**src/rtl/store_buffer_pkg.sv**
```systemverilog
// Shared types and sizing for the in-order store buffer.
package store_buffer_pkg;

    localparam int unsigned SB_ENTRY    = 8;
    localparam int unsigned WORD_SIZE_P = 16;
    localparam int unsigned SB_IDX_W    = $clog2(SB_ENTRY);
    localparam int unsigned SB_PTR_W    = SB_IDX_W + 1;

    typedef enum logic [1:0] {
        SB_FREE,
        SB_ALLOC,
        SB_READY,
        SB_COMMITTED
    } sb_state_e;

    typedef struct packed {
        logic [SB_IDX_W-1:0]    sb_dest;
        logic [WORD_SIZE_P-1:0] address;
        logic [WORD_SIZE_P-1:0] result;
    } CDB_sb_t;

    localparam int unsigned CDB_SB_WIDTH = $bits(CDB_sb_t);

endpackage

```
**src/rtl/sb_age_match.sv**
```systemverilog
// Circular priority select: youngest hit among candidates in [head, tag).
module sb_age_match
    import store_buffer_pkg::*;
(
    input  logic [SB_IDX_W-1:0] head,
    input  logic [SB_IDX_W-1:0] tag,
    input  logic [SB_ENTRY-1:0] cand,
    input  logic [SB_ENTRY-1:0] hit,
    output logic [SB_ENTRY-1:0] sel_oh,
    output logic                found
);

    logic [SB_IDX_W-1:0] span;
    logic [SB_IDX_W-1:0] idx;

    // Walk oldest to youngest so the last qualifying hit wins.
    always_comb begin
        sel_oh = '0;
        found  = 1'b0;
        idx    = '0;
        span   = tag - head;
        for (int unsigned k = 0; k < SB_ENTRY; k++) begin
            idx = head + SB_IDX_W'(k);
            if ((SB_IDX_W'(k) < span) && cand[idx] && hit[idx]) begin
                sel_oh      = '0;
                sel_oh[idx] = 1'b1;
                found       = 1'b1;
            end
        end
    end

endmodule

```
**src/rtl/store_buffer.sv**
```systemverilog
// Circular in-order store buffer with commit, memory drain and load bypass.
module store_buffer
    import store_buffer_pkg::*;
(
    input  logic                   clk_i,
    input  logic                   reset_i,
    input  logic                   alloc_v_i,
    output logic [SB_IDX_W-1:0]    alloc_sb_num_o,
    output logic                   full_o,
    output logic                   empty_o,
    input  logic                   lsu_sb_v_i,
    input  CDB_sb_t                lsu_sb_i,
    input  logic [WORD_SIZE_P-1:0] exe_ld_bypass_addr_i,
    input  logic [SB_IDX_W-1:0]    exe_ld_bypass_sb_num_i,
    output logic                   sb_ld_bypass_valid_o,
    output logic [WORD_SIZE_P-1:0] sb_ld_bypass_value_o,
    output logic                   sb_ld_bypass_hazard_o,
    input  logic                   commit_v_i,
    output logic                   mem_w_v_o,
    output logic [WORD_SIZE_P-1:0] mem_w_addr_o,
    output logic [WORD_SIZE_P-1:0] mem_w_data_o,
    input  logic                   mem_w_ready_i,
    input  logic                   mispredict_i
);

    sb_state_e              state_q [SB_ENTRY];
    sb_state_e              state_d [SB_ENTRY];
    logic [WORD_SIZE_P-1:0] addr_q  [SB_ENTRY];
    logic [WORD_SIZE_P-1:0] data_q  [SB_ENTRY];
    logic [SB_PTR_W-1:0]    head_q, cptr_q, tail_q;
    logic [SB_PTR_W-1:0]    head_d, cptr_d, tail_d;
    logic [SB_IDX_W-1:0]    head_idx, cptr_idx, tail_idx, off;
    logic [SB_PTR_W-1:0]    squash_cnt;
    logic                   wr_ok, commit_ok, drain_ok, alloc_ok;
    logic [SB_ENTRY-1:0]    fwd, cand, hit, sel_oh;
    logic                   found;

    assign head_idx = head_q[SB_IDX_W-1:0];
    assign cptr_idx = cptr_q[SB_IDX_W-1:0];
    assign tail_idx = tail_q[SB_IDX_W-1:0];

    // State register.
    always_ff @(posedge clk_i or posedge reset_i) begin
        if (reset_i) begin
            state_q <= '{default: SB_FREE};
            head_q  <= '0;
            cptr_q  <= '0;
            tail_q  <= '0;
        end else begin
            state_q <= state_d;
            head_q  <= head_d;
            cptr_q  <= cptr_d;
            tail_q  <= tail_d;
        end
    end

    // Payload storage is only observed through non-FREE entries, so it needs no reset.
    always_ff @(posedge clk_i) begin
        if (wr_ok) begin
            addr_q[lsu_sb_i.sb_dest] <= lsu_sb_i.address;
            data_q[lsu_sb_i.sb_dest] <= lsu_sb_i.result;
        end
    end

    // Next state: write, commit, drain, alloc, then squash from the post-commit cptr.
    always_comb begin
        state_d    = state_q;
        head_d     = head_q;
        cptr_d     = cptr_q;
        tail_d     = tail_q;
        off        = '0;
        squash_cnt = '0;
        wr_ok      = lsu_sb_v_i && !mispredict_i && (state_q[lsu_sb_i.sb_dest] == SB_ALLOC);
        commit_ok  = commit_v_i && (cptr_q != tail_q) && (state_q[cptr_idx] == SB_READY);
        drain_ok   = (state_q[head_idx] == SB_COMMITTED) && mem_w_ready_i;
        alloc_ok   = alloc_v_i && !full_o && !mispredict_i;

        if (wr_ok) state_d[lsu_sb_i.sb_dest] = SB_READY;
        if (commit_ok) begin
            state_d[cptr_idx] = SB_COMMITTED;
            cptr_d            = cptr_q + SB_PTR_W'(1);
        end
        if (drain_ok) begin
            state_d[head_idx] = SB_FREE;
            head_d            = head_q + SB_PTR_W'(1);
        end
        if (alloc_ok) begin
            state_d[tail_idx] = SB_ALLOC;
            tail_d            = tail_q + SB_PTR_W'(1);
        end
        if (mispredict_i) begin
            squash_cnt = tail_q - cptr_d;
            for (int unsigned i = 0; i < SB_ENTRY; i++) begin
                off = SB_IDX_W'(i) - cptr_d[SB_IDX_W-1:0];
                if (SB_PTR_W'(off) < squash_cnt) state_d[i] = SB_FREE;
            end
            tail_d = cptr_d;
        end
    end

    // An unresolved (ALLOC) entry may alias any load address, so it always counts as a hit.
    always_comb begin
        fwd  = '0;
        cand = '0;
        hit  = '0;
        for (int unsigned i = 0; i < SB_ENTRY; i++) begin
            fwd[i]  = lsu_sb_v_i && (lsu_sb_i.sb_dest == SB_IDX_W'(i)) && (state_q[i] == SB_ALLOC);
            cand[i] = (state_q[i] != SB_FREE);
            hit[i]  = ((state_q[i] == SB_ALLOC) && !fwd[i])
                   || ((fwd[i] ? lsu_sb_i.address : addr_q[i]) == exe_ld_bypass_addr_i);
        end
    end

    sb_age_match u_age_match (
        .head   (head_idx),
        .tag    (exe_ld_bypass_sb_num_i),
        .cand   (cand),
        .hit    (hit),
        .sel_oh (sel_oh),
        .found  (found)
    );

    // Outputs: status flags, drain port and bypass result.
    always_comb begin
        full_o                = (head_idx == tail_idx) && (head_q[SB_IDX_W] != tail_q[SB_IDX_W]);
        empty_o               = (head_q == tail_q);
        alloc_sb_num_o        = tail_idx;
        mem_w_v_o             = (state_q[head_idx] == SB_COMMITTED);
        mem_w_addr_o          = mem_w_v_o ? addr_q[head_idx] : '0;
        mem_w_data_o          = mem_w_v_o ? data_q[head_idx] : '0;
        sb_ld_bypass_valid_o  = 1'b0;
        sb_ld_bypass_hazard_o = 1'b0;
        sb_ld_bypass_value_o  = '0;
        if (found) begin
            for (int unsigned i = 0; i < SB_ENTRY; i++) begin
                if (sel_oh[i]) begin
                    if ((state_q[i] == SB_ALLOC) && !fwd[i]) begin
                        sb_ld_bypass_hazard_o = 1'b1;
                    end else begin
                        sb_ld_bypass_valid_o = 1'b1;
                        sb_ld_bypass_value_o = fwd[i] ? lsu_sb_i.result : data_q[i];
                    end
                end
            end
        end
    end

    a_alloc_full: assert property (@(posedge clk_i) disable iff (reset_i)
        !(alloc_v_i && full_o)) else $error("alloc while full");
    a_write_state: assert property (@(posedge clk_i) disable iff (reset_i)
        !(lsu_sb_v_i && (state_q[lsu_sb_i.sb_dest] != SB_ALLOC))) else $error("lsu write to non-ALLOC entry");
    a_commit_state: assert property (@(posedge clk_i) disable iff (reset_i)
        !(commit_v_i && ((cptr_q == tail_q) || (state_q[cptr_idx] == SB_ALLOC)))) else $error("illegal commit");

endmodule
```
**config.mk**
```make
export PLATFORM = sky130hd
export DESIGN_NAME = store_buffer
export DESIGN_NICKNAME = d
export VERILOG_FILES = /design/src/rtl/store_buffer_pkg.sv /design/src/rtl/sb_age_match.sv /design/src/rtl/store_buffer.sv
export SDC_FILE = /design/constraint.sdc
export NUM_CORES = 1
export LEC_CHECK = 0
export ABC_AREA = 1
export BUFFER_PORTS_ARGS = -buffer_cell sky130_fd_sc_hd__buf_2
export CAP_MARGIN = 0
export CORE_UTILIZATION = 25
export CTS_CLUSTER_SIZE = 12
export DETAILED_ROUTE_END_ITERATION = 12
export PLACE_DENSITY = 0.39
export REMOVE_ABC_BUFFERS = 1
export SLEW_MARGIN = 15
export SYNTH_ARGS = -nofsm -noshare
export SYNTH_HDL_FRONTEND = slang
export SYNTH_SLANG_ARGS = --single-unit
export TNS_END_PERCENT = 20
```
**constraint.sdc**
```tcl
create_clock -name clk_i -period 7.9 [get_ports clk_i]
set_input_delay 0.79 -clock clk_i [delete_from_list [all_inputs] [get_ports clk_i]]
set_output_delay 0.79 -clock clk_i [all_outputs]
set_load 0.005 [all_outputs]
```
Yosys cells after proc, flatten, opt, wreduce, memory -nomap -nowiden
Memories as Yosys holds them, arrays and structs flattened.
Cells that the tools add are included.
- add/subtract/negate cells: 20
- order comparisons: 40
- eq/ne operators: 30
- mux-type cells: 171
- bitwise logic cells: 13
- reductions and logical operators: 88
- operator list (operator ; number):
    two-way mux 16 bit ; 41
    equality test 16 bit ; 8
    two-way mux 1 bit ; 70
    two-way mux 8 bit ; 8
    logical AND 1 bit ; 60
    binary-select mux 1 bit (select 3 bit) ; 16
    two-way mux 2 bit ; 18
    less-than comparator 3 x 4 -> 1 bit ; 8
    less-than comparator 3 x 4 -> 1 bit, second input constant ; 8
    demux 1 bit (select 3 bit) ; 8
    demux 2 bit (select 3 bit) ; 4
    >= comparator 3 x 1 -> 1 bit, second input constant ; 8
    binary-select mux 2 bit (select 3 bit) ; 3
    equality test 2 x 1 -> 1 bit, second input constant ; 9
    nonzero test 2 bit ; 9
    bitwise AND 16 bit ; 1
    bitwise AND 8 bit ; 2
    >= comparator 4 bit, second input constant ; 4
    less-than comparator 4 x 1 -> 1 bit, second input constant ; 4
    NOT 16 bit ; 1
    NOT 3 -> 4 bit ; 4
    NOT 8 bit ; 2
    bitwise OR 16 bit ; 1
    bitwise OR 8 bit ; 2
    24 further kinds ; 63
- bits in registers: 28
- RAM bits: 256
- input port bits: 61
- output and inout bits: 56
- word-level logic and storage cells: 375
- memories kept: 2
- memories (name ; depth ; bits a word ; rd ports ; clocked after memory_dff ; write ports ; RTL line ; RTL):
    addr_q ; 8 ; 16 ; 9 ; 0 ; 1 ; store_buffer.sv:28 ; logic [WORD_SIZE_P-1:0] addr_q [SB_ENTRY];
    data_q ; 8 ; 16 ; 9 ; 0 ; 1 ; store_buffer.sv:29 ; logic [WORD_SIZE_P-1:0] data_q [SB_ENTRY];

Depth between registers and ports, before layout
Gate-level depths: netlist of the first run.
- word-level depth: 34
- depth in mapped cells: 39
- gate-level depth less buffers: 38

Hierarchy
A second synthesis of the first run with hierarchy kept.
- cells, all modules: 2599
- area total of the unflattened synthesis: 19653.8 µm²
- by module, submodules not included (module ; times used ; cells an instance ; area an instance (µm²) ; sequential area each (µm²)):
    store_buffer ; 1 ; 2281 ; 18207.5 ; 8388.0
    sb_age_match ; 1 ; 318 ; 1446.4 ; 0.0

Least setup slack after synthesis of the first run
OpenSTA, ideal clock, no wires.
- path kind: register -> output
- start point: register head_q[0]
- end point: output sb_ld_bypass_value_o[3]
- arrival time: 4476 ps
- data required time: 7110 ps
- path slack: 2634 ps
- cell stages (with the launch flop): 31
- buffers on the path: 9
- path through: dfrtp_1 clkbuf_1 inv_1 buf_2 buf_1 clkbuf_1 clkbuf_1 buf_1 ha_1 inv_1 clkbuf_1 nor3_1 a21oi_1 o2111ai_1 nor3_4 buf_6 a21oi_1 nand2_1 nand2_1 nand2_1 nand2_1 nand2_2 nand3_4 buf_4 o21ai_1 inv_1 nand2_1 nand2_1 nand2_1 nand2_1 nand2_1
- longest elaborated chain between the ends: 29
- elaborated cells on any way between the ends: 137
- classes of those cells: 8 x add/sub; 24 x order compare; 81 x mux; 24 x reduce/logical
- RTL lines (element ; RTL line ; RTL):
    start, declared ; store_buffer.sv:30 ; logic [SB_PTR_W-1:0] head_q, cptr_q, tail_q;
    start signal, assigned ; store_buffer.sv:46 ; head_q <= '0;
    start signal, assigned ; store_buffer.sv:51 ; head_q <= head_d;
    adder 3 x 1 -> 3 bit, or another cell as far along ; sb_age_match.sv:23 ; idx = head + SB_IDX_W'(k);
    less-than comparator 3 x 4 -> 1 bit (implied by the code), or another cell as far along ; sb_age_match.sv:26 ; sel_oh[idx] = 1'b1;
    logical AND 1 bit (implied by the code), or another cell as far along ; sb_age_match.sv:26 ;
    two-way mux 1 bit (implied by the code), or another cell as far along ; sb_age_match.sv:26 ;
    demux 1 bit (select 3 bit), or another cell as far along ; - ;
    two-way mux 8 bit (7 in series) ; sb_age_match.sv:24 ; if ((SB_IDX_W'(k) < span) && cand[idx] && hit[idx]) begin
    two-way mux 16 bit ; store_buffer.sv:136 ; if (sel_oh[i]) begin
    two-way mux 16 bit ; store_buffer.sv:137 ; if ((state_q[i] == SB_ALLOC) && !fwd[i]) begin
    [7 not listed] ; - ;
    two-way mux 16 bit ; store_buffer.sv:136 ;
    two-way mux 16 bit ; store_buffer.sv:137 ;
    two-way mux 16 bit ; store_buffer.sv:136 ;
    two-way mux 16 bit ; store_buffer.sv:137 ;
    two-way mux 16 bit ; store_buffer.sv:136 ;
    two-way mux 16 bit ; store_buffer.sv:137 ;
    two-way mux 16 bit ; store_buffer.sv:136 ;
    two-way mux 16 bit * ; store_buffer.sv:134 ; if (found) begin
    end, declared ; store_buffer.sv:16 ; output logic [WORD_SIZE_P-1:0] sb_ld_bypass_value_o,
Mark *: on every way between the ends. The rest lies on a longest branch, timed or not. The select of a mux whose other input is x is not followed.

Worst setup path after layout of the first run
- start point: register state_q[4] (netlist name)
- end point: output sb_ld_bypass_value_o[2]
- longest elaborated chain between the ends: 33
- elaborated cells on any way between the ends: 90
- classes of those cells: 2 x eq/ne; 67 x mux; 21 x reduce/logical
- RTL lines (element ; RTL line ; RTL):
    start, declared ; store_buffer.sv:26 ; sb_state_e state_q [SB_ENTRY];
    start signal, assigned ; store_buffer.sv:50 ; state_q <= state_d;
    equality test 2 x 1 -> 1 bit ; store_buffer.sv:107, store_buffer.sv:109, store_buffer.sv:137 ;
    logical AND 1 bit ; store_buffer.sv:107 ; fwd[i] = lsu_sb_v_i && (lsu_sb_i.sb_dest == SB_IDX_W'(i)) && (state_q[i] == SB_ALLOC);
    two-way mux 16 bit / logical NOT 1 bit (equally long branches) ; store_buffer.sv:110, store_buffer.sv:109, store_buffer.sv:137 ;
    equality test 16 bit / logical AND 1 bit (equally long branches) ; store_buffer.sv:110, store_buffer.sv:109, store_buffer.sv:137 ;
    logical OR 1 bit ; store_buffer.sv:110 ; || ((fwd[i] ? lsu_sb_i.address : addr_q[i]) == exe_ld_bypass_addr_i);
    binary-select mux 1 bit (select 3 bit) ; sb_age_match.sv:24 ;
    two-way mux 1 bit (implied by the code) ; sb_age_match.sv:24 ;
    logical AND 1 bit ; sb_age_match.sv:24 ;
    [17 not listed] ; - ;
    two-way mux 16 bit ; store_buffer.sv:136 ;
    two-way mux 16 bit ; store_buffer.sv:137 ;
    two-way mux 16 bit ; store_buffer.sv:136 ;
    two-way mux 16 bit ; store_buffer.sv:137 ;
    two-way mux 16 bit ; store_buffer.sv:136 ;
    two-way mux 16 bit ; store_buffer.sv:137 ;
    two-way mux 16 bit ; store_buffer.sv:136 ;
    two-way mux 16 bit * ; store_buffer.sv:134 ;
Marks and branches as above.

==> results.tsv, run 1 <==
stage	metric	value	unit
floorplan	die_w	296	um
finish	area_growth	14.3	%
finish	final_cells	4398	
global_routing	grt_pass1_vias	20899	
min_path	hold_class	input port to asynchronous set/reset pin	
setup_path	crit_slowest_cell	dfrtp_1	
floorplan	rows	107	
power_and_ir_drop	power_density	373	mW/mm^2
clocking	cts_hold_buf	0	
logic_synthesis	synth.ff_latch_count	284	
finish	post-route-cell-area	0.0248	mm^2
drt	wirelength	99.7	mm
sta	slew_violations	0	
clocking	cts_made_buffers	40	
sta	period_needed	6.73	ns
setup_path	cp_data_arrival_time	5.94	ns
logic_synthesis	synthArstFlopShare	9.86	%
power_and_ir_drop	leakage	11.1	nW
floorplan	start_util	25.3	%
finish	drive_above_1_share	10.2	%
drt	vias	22168	
clocking	htreeDepth	2	
placed_design	hpwl	66.7	mm
sta	skew	0.0251	ns
power_and_ir_drop	vdd_ir_drop_max	0.286	mV
placed_design	port_buffers	116	
sta	rsz0062_at_grt	false	
logic_synthesis	yosysWarnings	0	
clocking	post_cts_buffers	0	
setup_path	start_kind	flop	
placed_design	postPlaceCellArea	0.0235	mm^2
floorplan	num_io_pins	117	
logic_synthesis	synth_cell_types	58	
finish	utilization	28.9	%
clocking	path_clk_slew	0.06	ns
sta	worst_pin_slew	1.20	ns
sta	hold_viol_final	0	
global_routing	grt_antenna_before_repair	7	
placed_design	placed_cells	4323	
drt	drc	0	
logic_synthesis	netlist_area	0.0217	mm^2
setup_path	worstSetupEndpointType	output pin	
global_routing	grt-ovfl-total	0	
finish	finalNetCount	3308	
setup_path	reg2reg_from	cptr_q[0]	
setup_path	critPathLaunch	state_q[4]	
sta	fmax	149	MHz
clocking	numClockSinks	284	
global_routing	grtUsageTotal	22.5	%
setup_path	r2r_slack	3.10	ns
setup_path	reg2reg_depth	18	
clocking	clkLatencyLatePin	0.59	ns
clocking	cts-resized-gates	0	
placed_design	gp_congestion	0.924	
floorplan	core_area	0.0855	mm^2
logic_synthesis	netlist_instances	3184	
run	maxCapViolCount	0	
run_status	outcome	finished, final reports clean	
clocking	ctsRootBufferMaster	clkbuf_16	
drt	wl_per_cell	22.7	um
floorplan	fp.dieH	296	um
setup_path	r2r_end	state_q[7]	
setup_path	crit_path_frequent_cell	nand2_1	
setup_path	slowest_delay	0.37	ns
drt	avgViaCountPerCell	5.04	
logic_synthesis	synth_ff_type	edfxtp_1	
floorplan	dieArea	0.0879	mm^2
sta	setup_viol	0	
global_routing	grt_max_degree	82	
sta	max-slew-margin-rel	20.0	%
logic_synthesis	synth_edf_count	256	
sta	post-route-period-util	85.1	%
drt	drtIter0Drc	1919	
sta	timing.hold.ws	0.290	ns
logic_synthesis	ys_seq_area_share	38.7	%
clocking	tritoncts	yes	
setup_path	crit_fanout	16	
drt	ant_nets	0	
setup_path	critPathKind	flop to output pin	
clocking	clockBufferDepth	3	
global_routing	grt_first_pass_wirelength	145	mm
drt	drtPass1Iterations	5	
logic_synthesis	avgSynthCellArea	6.81	um^2
setup_path	required	7.11	ns
-- logic make-up (layout without fill, tap and decap cells) --
kind of cell	Yosys count	count (layout)	synth area share [%]
flip-flops	284	284	38.7
XOR/XNOR	21	21	0.849
other	0	3	0
multiplexers	1	1	0.0462
buffers and inverters	497	564	9.34
AO/OA/AOI/OAI	518	518	13.3
adder cells (fa/ha/maj)	26	26	1.60
AND/OR/NAND/NOR	1837	1837	36.2
-- through the flow --
step | power (mW) | TNS (ns) | setup WS, ns
after detailed placement | 7.46 | 0 | 1.49
after floorplan | 5.20 | -32.63 | -1.85
final | 9.24 | 0 | 1.17
after CTS | 9.32 | 0 | 1.29
after global routing | 10.0 | 0 | 0.742
after global placement | 7.50 | 0 | 1.54
-- synthesized netlist by cell type (28+ instances only) --
master	count	area share (%)
nand3_1	279	6.4
o21ai_0	217	5.0
clkbuf_1	105	1.8
a21oi_1	152	3.5
nand2_1	1110	19
buf_2	42	0.97
dfrtp_1	28	3.2
o21ai_1	29	0.67
o22ai_1	36	1.0
nor2_1	272	4.7
edfxtp_1	256	35
inv_1	287	5.0
nand4_1	102	2.9
-- flip-flops by register name (all words and copies together) (netlist names) --
signal,flops
addr_q,128
cptr_q,4
data_q,128
head_q,4
state_q,16
tail_q,4
-- worst max path at each step --
stage                              end  depth (start not counted)
4_1_cts        sb_ld_bypass_value_o[2]                         30
6_report       sb_ld_bypass_value_o[2]                         30
3_3_place_gp   sb_ld_bypass_value_o[2]                         31
5_1_grt        sb_ld_bypass_value_o[2]                         31
2_1_floorplan  sb_ld_bypass_value_o[3]                         19
3_5_place_dp   sb_ld_bypass_value_o[2]                         31
-- layout make-up --
cell class                 count  area, um^2
fill                        9527       60800
multi-input combinational   2403       11400
sequential                   284        8400
tap                         1144        1430
inverter                     305        1150
timing repair buffer         187        1130
clock buffer                  45        1020
clock inverter                27         270
antenna                        3        7.51
-- power by group --
part           switching, mW  internal [mW]
combinational           3.83           1.79
sequential             0.137           1.66
clock                  0.761           1.07
total                   4.72           4.52
-- worst max-delay path: cells and delay by family (launching register included) --
kind | cells | cell delay [ns]
AOI/OAI and AO/OA | 2 | 0.40
buffers and inverters | 7 | 1.41
DFF | 1 | 0.37
and+or+nand+nor | 21 | 3.16
-- layout by cell type (no fill, tap or decap), types with 4 or more instances in the layout --
cell type   count
nand2_1      1108
inv_1         286
nand3_1       278
nor2_1        261
edfxtp_1      256
o21ai_0       217
a21oi_1       152
buf_2         115
nand4_1       102
buf_4          71
clkbuf_16      40
o22ai_1        36
o21ai_1        29
dfrtp_1        25
a211oi_1       23
ha_1           23
o211ai_1       21
a22oi_1        17
nor3_1         14
xor2_1         13
inv_2          13
nand2_2        13
nor2_4         13
clkinv_2       10
nand3_2        10
clkinv_1       10
xnor2_1         8
nor2_2          8
or2_2           6
nor4_1          5
clkinvlp_4      5
clkbuf_1        5
a2111oi_0       4
nand3_4         4
nor3_4          4
bufinv_16       4
-- routing by layer --
layer,vias up,global-route usage [%],share of wire (%)
met2,691,35.3,45
met4,6,5.92,2.4
li1,10705,-,-
met1,10644,32.1,47
met3,122,3.00,5.6
met5,-,0,0.040
(Power assumes the default switching activity.)
==> inputs of run 2 (changes only) <==
CELL_PAD_IN_SITES_DETAIL_PLACEMENT = 1   (was default)
CELL_PAD_IN_SITES_GLOBAL_PLACEMENT = 2   (was default)
PLACE_DENSITY = 0.61   (was 0.39)
SKIP_LAST_GASP = 1   (was default)
==> run 2 against run 1 <==
Final cell count decreased by 0.11%. Clock power increased by 4%. Flip-flop and latch count unchanged. Utilization barely moved. Worst setup slack got worse by 0.47 ns. Maximum frequency decreased by 6.5%. Cell area hardly changed. Routed wire length rose by 8.1%. Critical path depth is 1 higher. Non-clock buffer count shrank 7. Largest power group unchanged.
==> results.tsv, run 2 (synthesis results as in run 1) <==
stage	metric	value	unit
run_status	outcome	finished, final reports clean	
clocking	htreeDepth	2	
sta	post-route-period-util	91.0	%
drt	drc	0	
global_routing	grt_max_degree	145	
setup_path	required	7.11	ns
global_routing	grt_pass1_vias	23045	
setup_path	crit_fanout	37	
floorplan	die_w	296	um
setup_path	slowest_delay	0.42	ns
clocking	cts-resized-gates	0	
drt	wirelength	108	mm
floorplan	core_area	0.0855	mm^2
drt	ant_nets	0	
clocking	ctsRootBufferMaster	clkbuf_16	
placed_design	hpwl	72.2	mm
finish	finalNetCount	3302	
finish	final_common_cell	nand2_1	
sta	setup_viol	0	
floorplan	dieArea	0.0879	mm^2
floorplan	rows	107	
drt	avgViaCountPerCell	5.21	
setup_path	r2r_slack	3.08	ns
setup_path	crit_slowest_cell	nor2_2	
drt	drtPass1Iterations	7	
drt	maxUsedRoutingLayer	met5	
placed_design	postPlaceCellArea	0.0234	mm^2
placed_design	gp_congestion	0.910	
clocking	cts_hold_buf	0	
sta	slew_violations	0	
clocking	clockBufferDepth	3	
setup_path	start_kind	input port	
floorplan	start_util	25.3	%
setup_path	reg2reg_depth	18	
sta	fmax	139	MHz
clocking	cts_made_buffers	41	
power_and_ir_drop	vdd_ir_drop_max	0.236	mV
setup_path	cp_num_buf_inv	5	
sta	worst_pin_slew	1.22	ns
sta	rsz0062_at_grt	false	
finish	final_cells	4393	
clocking	numClockSinks	284	
setup_path	critPathTopFamily	simple AND/OR/NAND/NOR gates	
finish	fill_cells	10599	
finish	layout_common_cells	nand2_1 (1108), inv_1 (286), nand3_1 (278)	
setup_path	cp_data_arrival_time	6.40	ns
power_and_ir_drop	total_power	9.57	mW
global_routing	grt_first_pass_wirelength	157	mm
floorplan	num_io_pins	117	
setup_path	critPathKind	input port to output pin	
sta	tns	0	ns
clocking	tritoncts	yes	
drt	drtIter0Drc	1734	
setup_path	reg2reg_from	cptr_q[0]	
drt	wl_per_cell	24.5	um
finish	area_growth	14.3	%
finish	post-route-cell-area	0.0248	mm^2
drt	wl_met3	5.09	mm
drt	vias	22892	
finish	largestRegisters	addr_q x128, data_q x128, state_q x16	
placed_design	port_buffers	116	
run	maxCapViolCount	0	
placed_design	placed_cells	4316	
power_and_ir_drop	power_density	386	mW/mm^2
global_routing	grtUsageTotal	24.2	%
sta	skew	0.0285	ns
finish	drive_above_1_share	10.0	%
global_routing	grt_antenna_before_repair	4	
sta	layout_setup_ws	0.708	ns
setup_path	crit_path_frequent_cell	nand2_1	
clocking	path_clk_slew	0.08	ns
global_routing	grt-ovfl-total	0	
placed_design	pre_cts_ws	0.704	ns
min_path	hold_class	input port to asynchronous set/reset pin	
clocking	post_cts_buffers	0	
sta	hold_viol_final	0	
drt	wl_met2	48.9	mm
setup_path	r2r_end	state_q[1]	
sta	max-slew-margin-rel	18.5	%
setup_path	worstSetupEndpointType	output pin	
floorplan	fp.dieH	296	um
power_and_ir_drop	leakage	11.1	nW
drt	wirelength_met1	51.6	mm
clocking	clkLatencyLatePin	0.59	ns
sta	period_needed	7.19	ns
[run 2: worst max path at each step]
| stage | start | endpoint | cells past startpoint |
|---|---|---|---|
| 3_5_place_dp | lsu_sb_v_i | sb_ld_bypass_value_o[2] | 31 |
| 6_report | lsu_sb_v_i | sb_ld_bypass_value_o[2] | 31 |
| 2_1_floorplan | head_q[0] | sb_ld_bypass_value_o[3] | 19 |
| 4_1_cts | lsu_sb_v_i | sb_ld_bypass_value_o[2] | 31 |
| 5_1_grt | lsu_sb_v_i | sb_ld_bypass_value_o[2] | 31 |
| 3_3_place_gp | lsu_sb_v_i | sb_ld_bypass_value_o[2] | 31 |
[run 2: final cells by class]
class,count,area (um^2),area share (%)
Multi-Input combinational cell,2403,11400,45.9
Antenna cell,3,7.51,0.0303
Tap cell,1144,1430,5.78
Timing Repair Buffer,180,1090,4.40
Clock inverter,30,297,1.20
Inverter,305,1150,4.64
Clock buffer,44,1040,4.19
Sequential cell,284,8400,33.9
[run 2: per-layer routing]
| layer | up-vias | track usage [%] |
|---|---|---|
| met3 | 128 | 2.63 |
| met5 | - | 0 |
| met4 | 2 | 5.53 |
| met2 | 636 | 38.9 |
| li1 | 10677 | - |
| met1 | 11449 | 34.7 |
[run 2: worst min-delay path, cell delays in order]
cell and delay, ns:
buf_2 0.09, inv_1 0.04, buf_4 0.35
[run 2: through the flow]
stage / utilization [%] / hold slack, ns
after detailed placement: 27.4 / 0.481
after global placement: 27.4 / 0.490
final: 28.9 / 0.284
after CTS: 28.9 / 0.268
after floorplan: - / 0.462
after global routing: 28.9 / 0.315
[run 2: where the power goes]
group	total, mW	leakage (nW)	switching (mW)	internal (mW)
sequential	1.79	2.66	0.131	1.66
combinational	5.87	7.78	4.09	1.78
clock	1.91	0.641	0.794	1.11
total	9.57	11.1	5.02	4.55
